--- src/rtl/instruction_loader.sv ---
// Instruction bank writer: packs a big-endian byte stream into words, writes them
// from address 0 upward and closes every load with an all-zero terminator word.
module instruction_loader #(
  parameter int INSTRUCTION_WIDTH = 32,
  parameter int NUM_INSTRUCTIONS  = 1024,
  parameter int ADDR_WIDTH        = $clog2(NUM_INSTRUCTIONS)
) (
  input  logic                         clk,
  input  logic                         rst,
  input  logic                         rx_valid_i,
  input  logic [7:0]                   rx_data_i,
  input  logic                         rx_last_i,
  output logic                         wr_en_o,
  output logic [ADDR_WIDTH-1:0]        wr_addr_o,
  output logic [INSTRUCTION_WIDTH-1:0] wr_data_o,
  output logic                         busy_o,
  output logic                         done_o,
  output logic [ADDR_WIDTH-1:0]        inst_count_o,
  output logic                         overflow_o,
  output logic                         partial_o
);

  localparam int BYTES = INSTRUCTION_WIDTH / 8;
  localparam int CNT_W = $clog2(BYTES);
  localparam logic [CNT_W-1:0]      LAST_BYTE = CNT_W'(BYTES - 1);
  localparam logic [ADDR_WIDTH-1:0] LAST_ADDR = ADDR_WIDTH'(NUM_INSTRUCTIONS - 1);

  typedef enum logic [1:0] {
    IDLE,
    ASSEMBLE,
    TERM,
    DONE
  } state_e;

  state_e                         state_q;
  logic [INSTRUCTION_WIDTH-9:0]   shift_q;
  logic [CNT_W-1:0]               byteCnt_q;
  logic [ADDR_WIDTH-1:0]          addr_q;
  logic                           termPend_q;
  logic                           wrEn_q;
  logic [ADDR_WIDTH-1:0]          wrAddr_q;
  logic [INSTRUCTION_WIDTH-1:0]   wrData_q;
  logic [ADDR_WIDTH-1:0]          instCount_q;
  logic                           overflow_q;
  logic                           partial_q;
  logic                           busy_q;
  logic                           done_q;

  logic [INSTRUCTION_WIDTH-1:0]   asmWord_d;
  logic                           wordDone_d;
  logic                           bankFull_d;

  // Only the bytes gathered so far are stored; the incoming byte completes the word.
  assign asmWord_d  = {shift_q, rx_data_i};
  assign wordDone_d = (byteCnt_q == LAST_BYTE);
  assign bankFull_d = (addr_q == LAST_ADDR);

  always_ff @(posedge clk) begin
    if (rst) begin
      state_q     <= IDLE;
      shift_q     <= '0;
      byteCnt_q   <= '0;
      addr_q      <= '0;
      termPend_q  <= 1'b0;
      wrEn_q      <= 1'b0;
      wrAddr_q    <= '0;
      wrData_q    <= '0;
      instCount_q <= '0;
      overflow_q  <= 1'b0;
      partial_q   <= 1'b0;
      busy_q      <= 1'b0;
      done_q      <= 1'b0;
    end else begin
      wrEn_q <= 1'b0;
      case (state_q)
        IDLE, DONE: begin
          if (rx_valid_i) begin
            done_q      <= 1'b0;
            busy_q      <= 1'b1;
            overflow_q  <= 1'b0;
            instCount_q <= '0;
            addr_q      <= '0;
            termPend_q  <= 1'b0;
            shift_q     <= (INSTRUCTION_WIDTH - 8)'(rx_data_i);
            byteCnt_q   <= CNT_W'(1);
            if (rx_last_i) begin
              partial_q <= 1'b1;
              wrEn_q    <= 1'b1;
              wrData_q  <= '0;
              wrAddr_q  <= '0;
              state_q   <= TERM;
            end else begin
              partial_q <= 1'b0;
              state_q   <= ASSEMBLE;
            end
          end
        end

        ASSEMBLE: begin
          if (rx_valid_i) begin
            shift_q <= asmWord_d[INSTRUCTION_WIDTH-9:0];
            if (wordDone_d) begin
              byteCnt_q <= '0;
              // The top address is kept free for the terminator.
              if (bankFull_d) begin
                overflow_q <= 1'b1;
              end else begin
                wrEn_q      <= 1'b1;
                wrData_q    <= asmWord_d;
                wrAddr_q    <= addr_q;
                addr_q      <= addr_q + ADDR_WIDTH'(1);
                instCount_q <= instCount_q + ADDR_WIDTH'(1);
              end
            end else begin
              byteCnt_q <= byteCnt_q + CNT_W'(1);
            end
            if (rx_last_i) begin
              state_q <= TERM;
              if (wordDone_d && !bankFull_d) begin
                termPend_q <= 1'b1;
              end else begin
                wrEn_q   <= 1'b1;
                wrData_q <= '0;
                wrAddr_q <= addr_q;
                if (!wordDone_d) begin
                  partial_q <= 1'b1;
                end
              end
            end
          end
        end

        TERM: begin
          // A final word write occupies the first TERM cycle; the terminator follows it.
          if (termPend_q) begin
            termPend_q <= 1'b0;
            wrEn_q     <= 1'b1;
            wrData_q   <= '0;
            wrAddr_q   <= addr_q;
          end else begin
            state_q <= DONE;
            busy_q  <= 1'b0;
            done_q  <= 1'b1;
          end
        end

        default: begin
          state_q <= IDLE;
          busy_q  <= 1'b0;
        end
      endcase
    end
  end

  assign wr_en_o      = wrEn_q;
  assign wr_addr_o    = wrAddr_q;
  assign wr_data_o    = wrData_q;
  assign busy_o       = busy_q;
  assign done_o       = done_q;
  assign inst_count_o = instCount_q;
  assign overflow_o   = overflow_q;
  assign partial_o    = partial_q;

endmodule

--- config.mk ---
export PLATFORM = sky130hd
export DESIGN_NAME = instruction_loader
export DESIGN_NICKNAME = d
export VERILOG_FILES = /design/src/rtl/instruction_loader.sv
export SDC_FILE = /design/constraint.sdc
export NUM_CORES = 1
export LEC_CHECK = 0
export CORE_AREA = 2 2 89 91
export DETAILED_ROUTE_END_ITERATION = 6
export DIE_AREA = 0 0 91 93
export GPL_ROUTABILITY_DRIVEN = 0
export GPL_TIMING_DRIVEN = 0
export PLACE_DENSITY = 0.83
export RECOVER_POWER = 100
export SETUP_SLACK_MARGIN = 0.15
export SLEW_MARGIN = 20
export SYNTH_ARGS = -nofsm -noshare
export SYNTH_HDL_FRONTEND = slang
export SYNTH_SLANG_ARGS = --single-unit
--- constraint.sdc ---
create_clock -name clk -period 4 [get_ports clk]
set_input_delay 1.2 -clock clk [delete_from_list [all_inputs] [get_ports clk]]
set_output_delay 1.2 -clock clk [all_outputs]
set_load 0.02 [all_outputs]
# Word-level counts from Yosys, hierarchy flattened

Index checks and enable logic that the tools add are counted.

Bits in read-only memories: 0
Input port bits: 12
Bits in registers: 96
Output and inout bits: 57
Word-level logic and storage cells: 116
Memory bits (writable): 0
Bits in latches: 0
Memories kept: 0

Multipliers: 0
Reduce and logical (&&, ||, !) cells: 14
Multiplexer cells: 69
Bitwise logic cells: 0
Shifts and indexed selects: 0
Equality and inequality tests: 17
Add/subtract/negate cells: 3
Magnitude comparators: 0
Divide/modulo/power cells: 0

Operator list:

| cell                                                 | number |
|---|---|
| 2-to-1 mux 32 bit                                    | 8 |
| 2-to-1 mux 10 bit                                    | 15 |
| one-hot mux 32 bit (3 select lines)                  | 1 |
| 2-to-1 mux 24 bit                                    | 2 |
| one-hot mux 24 bit (2 select lines)                  | 1 |
| one-hot mux 10 bit (2 select lines)                  | 2 |
| one-hot mux 10 bit (3 select lines)                  | 1 |
| inequality test 2 bit (second input constant)        | 12 |
| 2-to-1 mux 1 bit                                     | 23 |
| adder 10 x 1 -> 10 bit (second input constant)       | 2 |
| 2-to-1 mux 2 bit                                     | 8 |
| AND reduction 4 bit                                  | 3 |
| equality test 10 bit (second input constant)         | 1 |
| AND reduction 5 bit                                  | 2 |
| one-hot mux 1 bit (2 select lines)                   | 4 |
| equality test 2 bit (second input constant)          | 3 |
| one-hot mux 1 bit (3 select lines)                   | 2 |
| one-hot mux 2 bit (3 select lines)                   | 1 |
| AND reduction 3 bit                                  | 2 |
| AND reduction 6 bit                                  | 1 |
| one-hot mux 2 bit (2 select lines)                   | 1 |
| nonzero test 2 bit                                   | 2 |
| adder 2 x 1 -> 2 bit (second input constant)         | 1 |
| equality test 2 x 1 -> 1 bit (second input constant) | 1 |
| 4 further kinds                                      | 4 |

# Depth between registers and ports, before layout

Gate-level depths: netlist of run 1.

Depth after elaboration: 7
Mapped depth: 9

# Worst setup path before layout of run 1

No wires, ideal clock.

Path kind: input -> register
Start point: input rx_valid_i
End point: register addr_q[6]
Data arrival time: 2.400 ns
Setup slack: 1.530 ns
Data required time: 3.930 ns
Cell stages on the path: 5
Cells stage by stage: buf_4 > and3b_2 > or4_4 > a31o_1 > a21oi_1

Longest elaborated chain between the ends: 2

Ends and longest elaborated chain:

| element                                | RTL line | source |
|---|---|---|
| from (decl)                            | 10       | `input logic rx_valid_i,` |
| inequality test 2 bit (no source line) | -        |  |
| AND reduction 5 bit (no source line) * | -        |  |
| to (signal assigned)                   | 111      | `addr_q <= addr_q + ADDR_WIDTH'(1);` |
| to (decl)                              | 38       | `logic [ADDR_WIDTH-1:0] addr_q;` |

Mark *: on every way between the ends. The rest lies on a longest branch, timed or not.
A chain may end at the register's enable or synchronous reset.

# Worst setup path in the final report of run 1

Start point: input rx_last_i
End point: register wrAddr_q[7], in the netlist wr_addr_o[7]

Longest elaborated chain between the ends: 3

Ends and longest elaborated chain:

| element                             | RTL line | source |
|---|---|---|
| from (decl)                         | 12       | `input logic rx_last_i,` |
| 2-to-1 mux 10 bit                   | 117      | `if (rx_last_i) begin` |
| 2-to-1 mux 10 bit                   | 100      | `if (rx_valid_i) begin` |
| one-hot mux 10 bit (3 select lines) | 75       | `case (state_q)` |
| to (signal assigned)                | 110      | `wrAddr_q <= addr_q;` |
| to (signal assigned)                | 124      | `wrAddr_q <= addr_q;` |
| to (signal assigned)                | 139      | `wrAddr_q <= addr_q;` |
| to (decl)                           | 41       | `logic [ADDR_WIDTH-1:0] wrAddr_q;` |

Several ways; a longest one is shown, not always the timed one. The select of a mux whose other input is x is not followed.

==> results of run 1 <==
## logic make-up (layout without fill, tap and decap cells)
group           count (synthesis)  in the layout  synth area share [%]
fa+ha+maj                       5              5                  1.50
simple gates                  158            158                  21.3
compound gates                127            127                  22.9
mux                             6              6                  1.56
flops                          96             96                  46.2
buf+inv                        53            136                  6.58
## cells in the mapped netlist, types with 2 or more instances
library cell / number / area share [%]
a22oi_1: 17 / 3.1
o32ai_1: 8 / 1.7
buf_6: 2 / 0.54
nor4_1: 2 / 0.30
dfxtp_1: 96 / 46
a31oi_1: 4 / 0.60
nor2b_1: 3 / 0.45
mux2i_1: 5 / 1.2
nand4_1: 4 / 0.60
o31ai_1: 10 / 1.8
nand2_1: 36 / 3.2
inv_1: 21 / 1.9
nor2_1: 28 / 2.5
clkbuf_1: 17 / 1.5
o21ai_0: 10 / 1.2
buf_2: 8 / 0.96
ha_1: 5 / 1.5
nor3_1: 7 / 0.84
clkbuf_8: 3 / 0.99
nand3_1: 11 / 1.3
and4_1: 2 / 0.42
nand2b_1: 36 / 5.4
and3_1: 2 / 0.30
or3_1: 4 / 0.60
o2bb2ai_1: 32 / 6.7
a21oi_1: 29 / 3.5
and2_1: 2 / 0.30
o211ai_1: 2 / 0.36
or4_1: 8 / 1.4
## worst max-delay path: stages
cell and delay, ns:
dlygate4sd3_1 0.56, clkbuf_1 0.38, a2bb2oi_1 0.20, a211oi_1 0.61, clkbuf_1 0.43, o32ai_1 0.15
## layer usage
metal	track usage (%)	up-vias	routed length (µm)
li1	-	1781	-
met1	33.0	1704	4630
met2	40.4	142	4740
met4	11.2	0	197
met5	0	-	0
met3	3.95	14	649
## stage by stage
step	util (%)	hold WS, ns	worst slack (ns)
CTS	68.6	0.474	1.14
finish	68.0	0.472	0.674
global route	68.0	0.497	0.497
detailed placement	65.9	0.451	0.751
floorplan	-	0.433	1.53
global placement	65.9	0.442	0.781
## cell type report
| type | instances | area (µm²) |
|---|---|---|
| buffer | 32 | 170 |
| clock buffer | 10 | 128 |
| clock inverter | 6 | 75.1 |
| fill | 628 | 2410 |
| inverter | 21 | 78.8 |
| multi-input combinational | 296 | 1940 |
| sequential | 96 | 1920 |
| tap | 102 | 128 |
| timing repair buffer | 67 | 671 |
## state kept, by name, summed over array words and instances (netlist names)
name,flops
wr_addr_o,10
busy_o,1
shift_q,24
wr_data_o,32
inst_count_o,10
termPend_q,1
overflow_o,1
partial_o,1
byteCnt_q,2
done_o,1
state_q,2
addr_q,10
wr_en_o,1
## cell usage in the layout (no fill, tap or decap), drive strengths merged, types with 2 or more instances in the layout
cell type	synthesis	layout
nor4	4	4
o32ai	8	8
nand2	37	37
clkdlybuf4s50	0	8
inv	21	24
a21oi	29	29
dlygate4sd3	0	59
nor2b	3	3
nor2	28	28
dfxtp	96	96
nor3	7	7
nand2b	36	36
clkbuf	20	35
a211oi	2	2
a31oi	4	4
o2bb2ai	32	32
buf	12	7
and2	2	2
or4	9	9
ha	5	5
and4	3	3
o31ai	11	11
a22oi	17	17
o21ai	12	12
nand3	12	12
mux2i	5	5
or3	6	6
o211ai	2	2
nand4	5	5
and3	2	2
## where the power goes
part	internal (mW)	switching (mW)
clock	0.300	0.359
sequential	0.991	0.0319
combinational	0.177	0.376
total	1.47	0.767
## path summary, 6_finish.rpt
| path | from | endpoint | slack [ns] | depth (start not counted) |
|---|---|---|---|---|
| max reg2reg | state_q[0] | addr_q[0] | 1.12 | 8 |
| min reg2reg | shift_q[20] | wr_data_o[28] | 0.47 | 1 |
| max | rx_last_i | wr_addr_o[7] | 0.67 | 6 |
| min | shift_q[20] | wr_data_o[28] | 0.47 | 1 |
==> results.cfg, run 1 <==
[place]
placedCellCount = 614
dpl_cell_area_um2 = 4960
detailed_place_hpwl_um = 7440
place.port_buffers = 67

[yosys]
syn-mean-instance-area_um2 = 9.36
edff_count_synth = 0
post_synth_num_cell_types = 60
yosys_most_used_dff = dfxtp_1
postSynthRegisterBits = 96
net_count_synth = 462
syn_inst = 445
synth.cell_area_um2 = 4160
postSynth.asyncResetShare_pct = 0
synth_seq_area_share_pct = 46.2
synth.yosys.warnings = 0

[finish]
areaGrowthSynthToFinish_pct = 22.8
num-nets-final = 540
instances_no_fill = 630
post-route-cell-area_um2 = 5110
drive_above_1_share_pct = 7.01
antenna_cells = 0

[cts]
cts_setup_buffers = 0
post_cts_hold_buffer_count = 0
clock_insertion_delay_worst_skew_ns = 0.37
cts_tree = built
cts_buffer_depth = 2
root_buffer_cell = clkbuf_8
cts_buffers = 9
post_cts.resized_instances = 0
clock_tree.htree_level_count = 3
cts_sinks = 96
cts.reportedPaths.clkPinSlew_ns = 0.10

[worst_setup_path]
worstPathArrival_ns = 3.54
setup.worst_path.start_class = input pin
critical_path.endpoint_type = flip-flop
worstPathMaxFanout = 10
critical_path_class = in2reg
required_time_reported_for_the_critical_path_endpoint_ns = 4.22

[timing]
layout_worst_path_cycle_share_pct = 83.1
timing_max_transition_violations_final = 0
hold_viol_final = 0
fmax_mhz = 301
max_slew_margin_pct = 28.9
setup_tns_ns = 0
measured_slew_at_the_worst_slew_check_pin_ns = 1.06
period_minus_slack_ns = 3.33
timing.clock.skew_ns = 0.0122
timing.final.setup_violations = 0
grt_setup_unrepaired = no

[drt]
drcViolationCount = 0
routed_wire_length_per_instance_um = 16.2
dr_total_vias = 3641
wl_um = 10200
drt_first_iter_violations = 250
avgViaCountPerCell = 5.78
ant_nets = 0
first_drt_pass_iteration_count = 5

[global_routing]
initial_antenna_violation_count = 0
grt_overflow_total = 0
via_count_of_the_first_global_routing_pass = 3530
global_route_wire_length_before_repair_um = 17000
grt_start_max_net_pins = 18
grt.total_usage_pct = 24.9

[die]
core_area_um2 = 7530
die_area_um2 = 8460
initial_core_utilization_pct = 55.3
io_pins = 69
fp.dieH_um = 93
fp.dieW_um = 91
row_count = 32

[power_and_ir_drop]
vdd_drop_max_mv = 0.357
power.density_nw_per_um2 = 437
p_leak_nw = 1.86
totalPowerFinal_mw = 2.23

[run_status]
run_status = complete, no violations

[min_path]
worst_hold_path_type = reg2reg

[job]
max-cap-violations = 0
No activity file was read; power rests on OpenSTA's default activity.
==> inputs of run 2 (changes only) <==
--- a/config.mk
+++ b/config.mk
@@ -5,12 +5,12 @@
 export SDC_FILE = /design/constraint.sdc
 export NUM_CORES = 1
 export LEC_CHECK = 0
-export CORE_AREA = 2 2 89 91
+export CORE_AREA = 2 2 92 94
 export DETAILED_ROUTE_END_ITERATION = 6
-export DIE_AREA = 0 0 91 93
+export DIE_AREA = 0 0 94 96
 export GPL_ROUTABILITY_DRIVEN = 0
 export GPL_TIMING_DRIVEN = 0
-export PLACE_DENSITY = 0.83
+export PLACE_DENSITY = 0.78
 export RECOVER_POWER = 100
 export SETUP_SLACK_MARGIN = 0.15
 export SLEW_MARGIN = 20
==> constraint.sdc (replaced) <==
create_clock -name clk -period 3.3 [get_ports clk]
set_input_delay 0.99 -clock clk [delete_from_list [all_inputs] [get_ports clk]]
set_output_delay 0.99 -clock clk [all_outputs]
set_load 0.02 [all_outputs]
==> results.cfg, run 2 (synthesized netlist as in run 1, its figures left out) <==
[run_status]
run_status = complete, no violations

[worst_setup_path]
crit_slowest_cell = nor4_1
worstPathArrival_ns = 3.13
required_time_reported_for_the_critical_path_endpoint_ns = 3.59
setup.reg_to_reg.worst_slack_ns = 0.46
timing.critical_path.buf_inv = 3
worst-path-stages = 8
critical_path_class = reg2reg
worstReg2RegEnd = addr_q[0]
cp_cell_sequence = inv_1 > ha_1 > and3b_1 > nor4_1 > buf_6 > buf_12 > o21ai_0 > a21oi_1
worst_path_dominant_cell_family = simple AND/OR/NAND/NOR gates
worstPathMaxFanout = 10
r2r.worst_path.cells = 8
reg2reg_from = state_q[0]
critical_path.endpoint_type = flip-flop
setup.worst_path.start_class = flip-flop
worst_path_largest_cell_delay_ns = 1.09

[drt]
drcViolationCount = 0
drt_first_iter_violations = 197
avgViaCountPerCell = 5.77
first_drt_pass_iteration_count = 5
ant_nets = 0
routed_wire_length_per_instance_um = 15.8
wl_um = 10000
dr_total_vias = 3655

[timing]
period_minus_slack_ns = 2.84
worst_slack_ns = 0.460
hold_viol_final = 0
setup_tns_ns = 0
grt_setup_unrepaired = no
timing.final.setup_violations = 0
fmax_mhz = 352
max_slew_margin_pct = 9.78
measured_slew_at_the_worst_slew_check_pin_ns = 1.34
layout_worst_path_cycle_share_pct = 86.1
whs_ns = 0.470
timing_max_transition_violations_final = 0
timing.clock.skew_ns = 0.0117

[finish]
drive_above_1_share_pct = 8.14
final_common_cell = dfxtp_1
areaGrowthSynthToFinish_pct = 23.2
mostFrequentLayoutCells = dfxtp_1 (96), dlygate4sd3_1 (59), nand2_1 (36), nand2b_1 (36), o2bb2ai_1 (32)
largest_reg_flops = 32
sequential_cell_area_um2 = 1920
num-nets-final = 540
area_of_the_multi_input_gates_um2 = 1950
antenna_cells = 0
fillCellCount = 714

[cts]
clock_insertion_delay_worst_skew_ns = 0.37
cts_buffers = 9
cts_buffer_depth = 2
cts_tree = built
root_buffer_cell = clkbuf_8
clock_tree.htree_level_count = 3
cts_setup_buffers = 0
post_cts.resized_instances = 0
cts.reportedPaths.clkPinSlew_ns = 0.11
cts_sinks = 96
post_cts_hold_buffer_count = 0

[power_and_ir_drop]
net_switching_fraction_of_the_power_pct = 35.4
combPwrFrac_pct = 25.3
power_report.internal_total_mw = 1.71
power.switching_mw = 0.934
p_leak_nw = 1.87
vdd_drop_max_mv = 0.344
power.density_nw_per_um2 = 515
pwr-share-clk_pct = 27.7
pwr-share-seq_pct = 46.9

[global_routing]
initial_antenna_violation_count = 0
via_count_of_the_first_global_routing_pass = 3339
grt_overflow_total = 0
grt_start_max_net_pins = 19
grt.total_usage_pct = 23.3
global_route_wire_length_before_repair_um = 16600

[die]
fp.dieW_um = 94
die_area_um2 = 9020
row_count = 33
io_pins = 69
initial_core_utilization_pct = 51.7
core_area_um2 = 8050
fp.dieH_um = 96

[place]
detailed_place_hpwl_um = 7240
minimum_setup_slack_after_placement_ns = 0.323
place.port_buffers = 67

[min_path]
worstHoldStart = shift_q[18]
worstHoldEndpoint = wr_data_o[26]
worst_hold_path_type = reg2reg
whs_path_depth = 1

[job]
max-cap-violations = 0
run 2: changes by cell type in the layout (fill, tap and decap cells not counted):
cell	before	now
buf_2	5	6
buf_6	1	2
buf_4	0	1
clkbuf_1	24	19
bufinv_16	1	0
clkinvlp_4	1	3
inv_6	2	1
inv_8	1	2
o21ai_0	11	10
o21ai_2	0	1
clkbuf_8	11	12
run 2: metrics by stage:
stage,instances,total power [mW],cell area [µm²],util (%)
after floorplan,445,1.75,4160,-
after global placement,617,1.92,4970,61.7
after detailed placement,617,1.94,4970,61.7
after CTS,633,2.66,5150,64.0
after global routing,633,2.78,5130,63.7
final,633,2.64,5130,63.7
run 2: worst register-to-register path, stage by stage, from the launching register on:
cell     delay [ns]
dfxtp_1        0.38
inv_1          0.06
ha_1           0.36
and3b_1        0.27
nor4_1         1.09
buf_6          0.26
buf_12         0.14
o21ai_0        0.07
a21oi_1        0.13
run 2: layout make-up:
type                    count  share of cell area (%)
multi-input cells         296                    38.0
flip-flops and latches     96                    37.5
repair buffers             67                    13.1
plain buffers              32                    3.76
well taps                 105                    2.56
clock buffers               9                    2.42
inverters                  21                    1.54
clock inverters             7                    1.22
run 2: worst max-delay path by stage:
stage                         end  slack, ns        from
floorplan               addr_q[6]       1.04  rx_valid_i
global placement    wr_data_o[30]       0.29   rx_last_i
detailed placement   wr_data_o[5]       0.32   rx_last_i
CTS                  wr_data_o[5]       0.71   rx_last_i
global route            addr_q[0]       0.35  state_q[0]
finish                  addr_q[0]       0.46  state_q[0]
run 2: power by group through the flow:
stage / sequential [mW] / clock (mW) / combinational (mW)
5_1_grt: 1.24 / 0.799 / 0.740
6_report: 1.24 / 0.732 / 0.668
4_1_cts: 1.24 / 0.748 / 0.676
3_3_place_gp: 1.26 / 0 / 0.662
2_1_floorplan: 1.27 / 0 / 0.483
3_5_place_dp: 1.26 / 0 / 0.674
run 2: layer usage:
layer	track usage [%]	up-vias	part of all wire, %
met2	35.5	153	44
met3	4.78	17	7.2
met4	8.70	0	2.0
met1	32.6	1708	47
met5	0	-	0
li1	-	1777	-
==> inputs of run 3 (changes only) <==
--- a/config.mk
+++ b/config.mk
@@ -5,6 +5,7 @@
 export SDC_FILE = /design/constraint.sdc
 export NUM_CORES = 1
 export LEC_CHECK = 0
+export CAP_MARGIN = 20
 export CORE_AREA = 2 2 92 94
 export DETAILED_ROUTE_END_ITERATION = 6
 export DIE_AREA = 0 0 94 96
==> results of run 3 <==
Same layout as run 2: the final DEF is identical, and so are final timing and power.
